`src/rtl/ram_sdp_clr.sv`:
```
// Simple-dual-port RAM with per-byte write enables, configurable read latency and
// read-during-write behaviour, zeroed by a sequential clear engine after reset or on request.
module ram_sdp_clr #(
    parameter int DATA_W   = 8,
    parameter int ADDR_W   = 3,
    parameter int SIZE     = 8,
    parameter int RDW_MODE = 0,
    parameter int OUT_REG  = 0
) (
    input  logic                  i_clk,
    input  logic                  i_rst_n,
    input  logic                  i_clear,
    input  logic                  i_wr_en,
    input  logic [ADDR_W-1:0]     i_wr_addr,
    input  logic [DATA_W-1:0]     i_wr_data,
    input  logic [DATA_W/8-1:0]   i_wr_be,
    input  logic                  i_rd_en,
    input  logic [ADDR_W-1:0]     i_rd_addr,
    output logic [DATA_W-1:0]     o_rd_data,
    output logic                  o_rd_valid,
    output logic                  o_busy
);

    localparam int                LP_LANES = DATA_W / 8;
    localparam logic [ADDR_W:0]   LP_SIZE  = (ADDR_W + 1)'(SIZE);
    localparam logic [ADDR_W-1:0] LP_LAST  = ADDR_W'(SIZE - 1);

    typedef enum logic {
        ST_IDLE  = 1'b0,
        ST_CLEAR = 1'b1
    } state_t;

    state_t              r_state;
    logic [ADDR_W-1:0]   r_cnt;
    logic                r_busy;
    logic [DATA_W-1:0]   r_mem [0:SIZE-1];
    logic [DATA_W-1:0]   r_rd_data1;
    logic                r_rd_v1;

    logic                w_idle;
    logic                w_wr_acc;
    logic                w_rd_acc;
    logic                w_rd_inr;
    logic                w_rdw_hit;
    logic [DATA_W-1:0]   w_mem_rd;
    logic [DATA_W-1:0]   w_rd_word;

    assign w_idle    = (r_state == ST_IDLE);
    // A clear request in the same cycle wins over the write, which is dropped.
    assign w_wr_acc  = w_idle & i_wr_en & ~i_clear & ({1'b0, i_wr_addr} < LP_SIZE);
    assign w_rd_acc  = w_idle & i_rd_en;
    assign w_rd_inr  = ({1'b0, i_rd_addr} < LP_SIZE);
    assign w_mem_rd  = w_rd_inr ? r_mem[i_rd_addr] : '0;
    assign w_rdw_hit = (RDW_MODE != 0) & w_wr_acc & (i_wr_addr == i_rd_addr);

    genvar gi;
    generate
        for (gi = 0; gi < LP_LANES; gi++) begin : g_lane
            assign w_rd_word[gi*8 +: 8] = (w_rdw_hit && i_wr_be[gi]) ?
                                          i_wr_data[gi*8 +: 8] : w_mem_rd[gi*8 +: 8];
        end
    endgenerate

    always_ff @(posedge i_clk) begin
        if (r_state == ST_CLEAR) begin
            r_mem[r_cnt] <= '0;
        end else if (w_wr_acc) begin
            for (int b = 0; b < LP_LANES; b++) begin
                if (i_wr_be[b]) begin
                    r_mem[i_wr_addr][b*8 +: 8] <= i_wr_data[b*8 +: 8];
                end
            end
        end
    end

    always_ff @(posedge i_clk or negedge i_rst_n) begin
        if (!i_rst_n) begin
            r_state <= ST_CLEAR;
            r_cnt   <= '0;
            r_busy  <= 1'b1;
        end else begin
            case (r_state)
                ST_CLEAR: begin
                    if (r_cnt == LP_LAST) begin
                        r_state <= ST_IDLE;
                        r_busy  <= 1'b0;
                        r_cnt   <= '0;
                    end else begin
                        r_cnt <= r_cnt + ADDR_W'(1);
                    end
                end
                ST_IDLE: begin
                    if (i_clear) begin
                        r_state <= ST_CLEAR;
                        r_busy  <= 1'b1;
                        r_cnt   <= '0;
                    end
                end
                default: begin
                    r_state <= ST_CLEAR;
                    r_busy  <= 1'b1;
                    r_cnt   <= '0;
                end
            endcase
        end
    end

    always_ff @(posedge i_clk or negedge i_rst_n) begin
        if (!i_rst_n) begin
            r_rd_data1 <= '0;
            r_rd_v1    <= 1'b0;
        end else begin
            r_rd_v1 <= w_rd_acc;
            if (w_rd_acc) begin
                r_rd_data1 <= w_rd_word;
            end
        end
    end

    generate
        if (OUT_REG != 0) begin : g_out_reg
            logic [DATA_W-1:0] r_rd_data2;
            logic              r_rd_v2;

            // Second stage keeps draining even while the clear engine runs.
            always_ff @(posedge i_clk or negedge i_rst_n) begin
                if (!i_rst_n) begin
                    r_rd_data2 <= '0;
                    r_rd_v2    <= 1'b0;
                end else begin
                    r_rd_v2 <= r_rd_v1;
                    if (r_rd_v1) begin
                        r_rd_data2 <= r_rd_data1;
                    end
                end
            end

            assign o_rd_data  = r_rd_data2;
            assign o_rd_valid = r_rd_v2;
        end else begin : g_no_out_reg
            assign o_rd_data  = r_rd_data1;
            assign o_rd_valid = r_rd_v1;
        end
    endgenerate

    assign o_busy = r_busy;

endmodule

```
`config.mk`:
```
export PLATFORM = sky130hd
export DESIGN_NAME = ram_sdp_clr
export DESIGN_NICKNAME = d
export VERILOG_FILES = /design/src/rtl/ram_sdp_clr.sv
export SDC_FILE = /design/constraint.sdc
export NUM_CORES = 1
export LEC_CHECK = 0
export ABC_AREA = 1
export CAP_MARGIN = 20
export CORE_ASPECT_RATIO = 1.75
export CORE_UTILIZATION = 50
export DETAILED_ROUTE_END_ITERATION = 16
export GPL_ROUTABILITY_DRIVEN = 0
export PLACE_DENSITY_LB_ADDON = 0.08
export SYNTH_ARGS = -nofsm -noshare
export SYNTH_HDL_FRONTEND = slang
export SYNTH_SLANG_ARGS = --single-unit
```
`constraint.sdc`:
```
create_clock -name i_clk -period 2.9 [get_ports i_clk]
set_input_delay 0.58 -clock i_clk [delete_from_list [all_inputs] [get_ports i_clk]]
set_output_delay 0.58 -clock i_clk [all_outputs]
set_load 0.05 [all_outputs]
```
After elaboration in Yosys (flattened, before gate mapping) --
Memory sizes are Yosys's and may differ from the RTL's. A register that Yosys moved wholly into a read port is not among the register bits. Index checks and enable logic that the tools add are counted.
Storage, ports and cells: flip-flop bits (word level) 6, latch bits 0, RAM bits 64, memory bits (read-only) 0, bits of input ports 20, word-level logic and storage cells 35, memories 1
Memory list:
- r_mem | depth 8, width 8, rd ports 1, clocked after memory_dff 1, wr ports 1, line 36 | logic [DATA_W-1:0] r_mem [0:SIZE-1];
Cells by class: $add $sub $neg 1, multiply operators 0, div/mod/pow operators 0, order comparisons 0, equal/unequal tests 3, shifts and indexed selects 0, multiplexer cells 18, bitwise operators 5, reductions and logical operators 3
Operators with widths (count):
- $mux W1 | 11
- $mux W3 | 3
- $mux W8 | 1
- $reduce_or A8 Y1 | 1
- $pmux W3 S2 | 1
- $pmux W1 S2 | 2
- $add A3 B1 Y3 const B | 1
- $and A1 B1 Y1 | 3
- $eq A3 B3 Y1 const B | 1
- $ne A2 B1 Y1 const B | 1
- $ne A2 B2 Y1 const B | 1
- $not A1 Y1 | 2
- $reduce_and A2 Y1 | 1
- $logic_not A1 Y1 | 1

Longest topological paths before layout --
depth after elaboration 8, mapped depth 9, mapped depth without buffers 7

Least setup slack after synthesis --
Ideal clock, no wire load.
path type input-to-reg, start point input i_clear, end point memory r_mem[4][0], enable pin, setup time 0.370 ns, arrival 1.538 ns, data required time 2.530 ns, setup slack 0.991 ns, cell stages on the path 6, path buffers 1, cell sequence nor2_4 > nand3_4 > buf_6 > o21ai_2 > nand2_1 > nor2_1
Between the ends: longest elaborated chain between the ends 7
RTL lines:
- start, declared | line 12 | input logic i_clear,
- $not A1 Y1 * | line 50 | assign w_wr_acc = w_idle & i_wr_en & ~i_clear & ({1'b0, i_wr_addr} < LP_SIZE);
- $and A1 B1 Y1 * | line 50
- $mux W1 * | line 67 | end else if (w_wr_acc) begin
- $mux W1 * | line 65 | if (r_state == ST_CLEAR) begin
- $mux W1 (not written as such) * | line 70 | r_mem[i_wr_addr][b*8 +: 8] <= i_wr_data[b*8 +: 8];
- $reduce_or A8 Y1 (no line)
- $mux W3 (no line) or $mux W1 (tied branches)
- end, declared | line 36
Every way passes the cells marked *; elsewhere a longest branch is shown, timed or not.

Final worst setup path --
start point register r_busy (netlist: o_busy), end point output o_busy
RTL lines:
- start, declared | line 35 | logic r_busy;
- start signal, assigned | line 80 | r_busy <= 1'b1;
- start signal, assigned | line 86 | r_busy <= 1'b0;
- start signal, assigned | line 95 | r_busy <= 1'b1;
- end, declared | line 21 | output logic o_busy
No word-level cell between the ends.

==> results.ini <==
[run_status]
outcome=complete, no violations

[cells_and_area]
final_area_mm2=0.004214
syn2layout_area_growth_pct=22.34
num_antenna_cells=0
finish.utilization_pct=63.97
drive_above_1_share_pct=10.15
layout.nets=421
final-seq-area_mm2=0.002275
multi_input_area_um2=850.8
n_fill_cell=560

[sta]
rsz0062_at_grt=no
finalCritPeriodShare_pct=77.50
finClkSkew_ps=5.725
fin_crit_ps=2248
drv_slew=0
finalHoldViolCount=0
worst_pin_slew_ps=806.1
fin_setup_tns_ps=0
fmax_mhz=444.9
relSlewSlack_pct=46.09
setup_violations=0

[detailed_routing]
avgRoutedWirePerCell_um=17.31
drt_pass1_iterations=4
antenna_left=0
drc=0
vias_per_cell=5.208
vias=2531
routed_wl_um=8412
drt_iter0_markers=151

[synth]
yosys.area.top_type=edfxtp_1
syn-num-nets=374
synth.cell_area_mm2=0.003445
synthCells=352
ys_top_cells_by_area=edfxtp_1 (56%), nand2_1 (12%), dfrtp_1 (8.7%)
ys_ff_latch=78
ys_seq_area_share_pct=66.04
syn_area_per_cell_um2=9.786
synth_cell_types=21
netlist.area_leader.share_pct=55.79
ys_warn_count=0

[setup_path]
reg2reg_depth=6
cp_max_fo=2
start_kind=flop
reg2reg_from=r_state$_DFF_PN1_
worst_setup_path_end_kind=output pin
path_buf_inv=1
reg2reg_slack_ps=1100
cp.required_ps=2320
path_class=reg -> out
worstReg2RegEnd=r_mem[3][1]$_DFFE_PP_
crit_slowest_cell=clkdlybuf4s50_1
critPathTopFamily=buffers and inverters
crit_arrival_ps=1670
slowest_delay_ps=800
path_cells=clkdlybuf4s50_1

[place]
hpwl_um=6367
portBuffers=29
placed_area_mm2=0.003920

[floorplan]
row_count=39
dieArea_mm2=0.007238
io_pins=30
initial_core_util_pct=52.29
coreArea_mm2=0.006588
die-width_um=64.74
die_y_um=111.8

[cts]
cts_tree=done
cts.path.max_buffers=2
cts.clk_slew.worst_paths_ps=60
clockRootBuffer=clkbuf_16
cts_setup_buffers=0
htreeDepth=3
clk_latency_ps=340
cts_hold_buf=0
cts.sinks=78
postCtsResizedCells=0
cts_buffers=9

[global_routing]
overflow=0
grt_pass1_vias=2712
grt_use_total_pct=26.78
antenna_found_initial=0
grt_max_degree=33
grt_pass1_wl_um=13350

[power]
ir_worst_vdd_v=0.0005246
power.density_mw_per_mm2=951.2
power.leakage_nw=1.956

[min_path]
min_from=o_rd_data[0]$_DFFE_PN0P_
min_path_cells=2
whs_endpoint=o_rd_data[0]$_DFFE_PN0P_
min_path_type=reg -> reg

[job]
drv_cap=0

-- cell usage after synthesis (all sizes together) --
library cell / number
dfrtp: 12
clkbuf: 5
nor2: 19
nand2: 113
buf: 7
edfxtp: 64
o21ai: 6
dfstp: 2
nand4: 1
inv: 69
nand3: 50
a21oi: 1
ha: 2
o31ai: 1
-- flip-flops by register name, indices dropped and copies added, names as in the netlist --
signal and flops:
r_mem 64, o_rd_data 8, r_cnt 3, o_busy 1
o_rd_valid 1, r_state 1
-- power by group --
group	switching [mW]	internal (mW)	leakage (nW)
clock	0.412	0.686	0.143
combinational	0.774	0.382	1.05
sequential	0.132	1.62	0.759
-- placed cells by master, fill, tap and decap left out --
cell type,Yosys,routed
nand2_1,112,112
nor2_4,1,1
nand4_1,1,1
nor2_1,18,18
clkbuf_16,0,9
nand2_2,1,1
dfrtp_1,12,12
clkinv_2,0,2
inv_2,1,1
clkdlybuf4s50_1,0,29
bufinv_16,0,1
o31ai_1,1,1
clkbuf_8,0,1
inv_1,68,68
ha_1,2,2
o21ai_2,1,1
clkinvlp_4,0,1
nand3_1,48,48
a21oi_1,1,1
o21ai_0,5,5
clkbuf_1,5,2
nand3_2,1,1
nand3_4,1,1
buf_4,0,19
dfstp_2,2,2
edfxtp_1,64,64
-- per-layer routing --
metal	up-vias	share of wire, %	GRT usage [%]
met5	-	0	0
met4	0	7.0	21.48
met3	45	3.7	6.557
met2	90	55	46.46
met1	1190	34	25.83
li1	1206	-	-
-- layout make-up --
class                      instances  area share, %
sequential                        78          53.98
multi-input combinational        193          20.19
timing repair buffer              48          10.27
inverter                          69          6.146
clock buffer                      12          5.849
tap                               82          2.435
clock inverter                     4          1.128
-- cell families (layout without fill, tap and decap cells) --
| kind of cell | count (synthesis) | in the layout | share of synthesized area [%] |
|---|---|---|---|
| compound gates | 8 | 8 | 1.344 |
| fa+ha+maj | 2 | 2 | 0.7264 |
| buf+inv | 81 | 133 | 9.262 |
| simple gates | 183 | 183 | 22.63 |
| flops | 78 | 78 | 66.04 |
-- stage by stage --
stage	instances	worst slack, ps	hold WS (ps)	power (mW)
5_1_grt	486	628.1	496.3	4.225
3_5_place_dp	470	494.3	465.0	2.938
3_3_place_gp	470	542.4	463.6	2.913
2_1_floorplan	352	991.3	284.4	2.491
4_1_cts	486	639.3	480.1	4.037
6_report	486	652.5	477.1	4.008
-- worst max-delay path by stage --
stage / cells past startpoint / slack [ps] / start / end
after floorplan: 6 / 990 / i_clear / r_mem[4][0]$_DFFE_PP_
after global placement: 7 / 540 / i_clear / r_mem[2][2]$_DFFE_PP_
after detailed placement: 7 / 490 / i_clear / r_mem[3][2]$_DFFE_PP_
after CTS: 1 / 640 / o_busy$_DFFE_PN1P_ / o_busy
after global routing: 1 / 630 / o_busy$_DFFE_PN1P_ / o_busy
final: 1 / 650 / o_busy$_DFFE_PN1P_ / o_busy
No activity file was read; power rests on OpenSTA's default activity.
==> RTL change, RTL diff (config.mk and constraints unchanged) <==
Register the input `i_wr_en` before use, with the module's reset. The logic sees it one clock later. The other inputs are not delayed to match.
--- a/src/rtl/ram_sdp_clr.sv
+++ b/src/rtl/ram_sdp_clr.sv
@@ -31,4 +31,14 @@
     } state_t;
 
+    logic i_wr_en_q;
+
+    always_ff @(posedge i_clk or negedge i_rst_n) begin
+        if (!i_rst_n) begin
+            i_wr_en_q <= '0;
+        end else begin
+            i_wr_en_q <= i_wr_en;
+        end
+    end
+
     state_t              r_state;
     logic [ADDR_W-1:0]   r_cnt;
@@ -48,5 +58,5 @@
     assign w_idle    = (r_state == ST_IDLE);
     // A clear request in the same cycle wins over the write, which is dropped.
-    assign w_wr_acc  = w_idle & i_wr_en & ~i_clear & ({1'b0, i_wr_addr} < LP_SIZE);
+    assign w_wr_acc  = w_idle & i_wr_en_q & ~i_clear & ({1'b0, i_wr_addr} < LP_SIZE);
     assign w_rd_acc  = w_idle & i_rd_en;
     assign w_rd_inr  = ({1'b0, i_rd_addr} < LP_SIZE);
Function: no difference found for any inputs over 10 cycles, from zero or initial values and one cycle with i_rst_n low; that may be too few to reach the edited logic, so the function may still have changed.
==> RTL change against the unedited design <==
Routed wire length decreased by 13%; design area increased by 0.21%; highest routed layer unchanged; final cell count is the same; power down 2.0%; area after synthesis is 0.73% higher; count of clock-buffer cells in the layout increased by 3; sequential cell count increased by 1; via count decreased by 5.0%; critical path type unchanged; worst setup slack gained 7.2 ps.
==> RTL change: results (changes against the unedited design) <==
- The number of search-and-repair iterations in the first detailed-routing pass is 5 (+1).
- The post-synthesis async set-or-reset flop share is 19.0% (+1.0 points).
- The sequential cell area fraction in the yosys report is 66.3% (+0.24 points).
- The number of antenna violations at the first check in global routing was 0 (unchanged).
- The worst ir drop on vdd was 0.681 mV (+30%).
- The commonest cells after synthesis are 112 x sky130_fd_sc_hd__nand2_1, 68 x sky130_fd_sc_hd__inv_1, 64 x sky130_fd_sc_hd__edfxtp_1, 48 x sky130_fd_sc_hd__nand3_1, 18 x sky130_fd_sc_hd__nor2_1.
- The via count of the first global-routing pass was 2370 (-13%).
- The internal cell power is 2.67 mW (-0.83%).
- The headroom to the max-slew limit is 45.8% (-0.27 points).
- The number of nets at the end of the flow is 422 (+0.24%).
- The worst-case clock skew is 4.19 ps (-1.53 ps).
- The total met3 wirelength after detailed routing is 219 um (-30%).
- The final hold slack is 473 ps (-3.98 ps).
- The post-place instance area came to 3950 um2 (+0.64%).
- The cell at the root of the clock tree is sky130_fd_sc_hd__clkbuf_16.
- The count of flip-flops with a built-in enable after synthesis is 64 (unchanged).
- The sum of routed wire length over all layers is 7.32 mm (-13%).
- The slowest stage of the critical path belongs to the cell sky130_fd_sc_hd__clkdlybuf4s50_1.
- The sum of routed wire segments on met1 is 2.99 mm (+3.4%).
- The reg2reg setup slack was 1100 ps (about the same).
- The largest register by flop count is r_mem.
- The total number of yosys warnings is 0 (unchanged).
- The highest cell delay on the worst timing path was 800 ps (about the same).
- The leakage component of the power is 1.96 nW (+0.30%).
- The later pin in the worst-skew pair is clocked with a latency of 330 ps.
- The number of setup buffers added after CTS came to 0 (unchanged).
- The flow ran to the end, and the final reports show no timing, DRC or antenna violations.
- Among all flip-flop cells after synthesis, the most frequent one is sky130_fd_sc_hd__edfxtp_1.
- The half-perimeter wire length after detailed placement is 5.41 mm (-15%).
- The average vias per placed instance is 4.95 (-5.0%).
- The largest fanout on the critical path was 2 (unchanged).
- The total of cells resized after clock tree synthesis came to 0 (unchanged).
- The starting DRC count in detailed routing is 215 (+42%).
- The number of flip-flops under the largest register name is 64 (unchanged).
- The clock buffer count from CTS was 9 (unchanged).
- The count of distinct cell types in the synthesized netlist came to 21 (unchanged).
- The post-synthesis net count is 375 (+0.27%).
- The kind of cell adding the most delay to the critical path is buffers and inverters.
- The fraction of final layout cells sized beyond drive strength 1 is 9.65% (-0.50 points).
- By area the synthesized netlist is led by sky130_fd_sc_hd__edfxtp_1 55%, sky130_fd_sc_hd__nand2_1 12%, sky130_fd_sc_hd__dfrtp_1 9.4%.
- The global-route wire length before repair is 12.0 mm (-10%).
- The detailed router used layers up to and including met4.
- TritonCTS built the clock tree.
- The total global routing track utilization is 23.0% (-3.7 points).
- The pin count of the biggest net entering global routing is 33 (unchanged).
- The routed wire length on met2 is 3.92 mm (-15%).
==> RTL change: path summary, 6_finish.rpt <==
kind	start	end	cells past startpoint
worst max register to register	r_state$_DFF_PN1_	r_mem[1][6]$_DFFE_PP_	6
max in group asynchronous	i_rst_n	i_wr_en_q$_DFF_PN0_	1
worst min-delay path	o_rd_data[7]$_DFFE_PN0P_	o_rd_data[7]$_DFFE_PN0P_	2
min in group asynchronous	i_rst_n	o_rd_data[4]$_DFFE_PN0P_	1
worst min register to register	o_rd_data[7]$_DFFE_PN0P_	o_rd_data[7]$_DFFE_PN0P_	2
worst max-delay path	o_busy$_DFFE_PN1P_	o_busy	1
==> RTL change: cells by family (layout without fill, tap and decap cells) <==
family	after synthesis	after routing	share of synthesized area, %
buffers and inverters	81	132	9.20
and+or+nand+nor	183	183	22.5
AOI/OAI and AO/OA	8	8	1.33
DFF	79	79	66.3
adders and majority gates	2	2	0.721
==> RTL change: stage by stage <==
| stage | cells | utilization, % | setup slack, ps |
|---|---|---|---|
| 2_1_floorplan | 353 | - | 991 |
| 3_3_place_gp | 471 | 59.4 | 525 |
| 3_5_place_dp | 471 | 59.4 | 459 |
| 4_1_cts | 486 | 63.6 | 648 |
| 5_1_grt | 486 | 63.6 | 581 |
| 6_report | 486 | 63.6 | 660 |
==> RTL change: power groups by stage <==
| stage | clock network [mW] | registers [mW] | logic, mW |
|---|---|---|---|
| floorplan | 0 | 1.98 | 0.535 |
| global placement | 0 | 1.79 | 1.12 |
| detailed placement | 0 | 1.80 | 1.13 |
| CTS | 1.04 | 1.77 | 1.14 |
| global route | 1.08 | 1.80 | 1.26 |
| finish | 1.03 | 1.77 | 1.13 |
==> RTL change: metal layers <==
layer	vias to the layer above	track usage, %
li1	1209	-
met1	1124	27.5
met2	60	39.4
met3	11	4.17
met4	0	10.8
met5	-	0
==> RTL change: cell type report <==
| class | count | area, um2 |
|---|---|---|
| multi-input cells | 193 | 851 |
| well taps | 82 | 103 |
| fillers | 551 | 2410 |
| inverters | 69 | 259 |
| repair buffers | 48 | 433 |
| flip-flops and latches | 79 | 2300 |
| clock buffers | 15 | 278 |
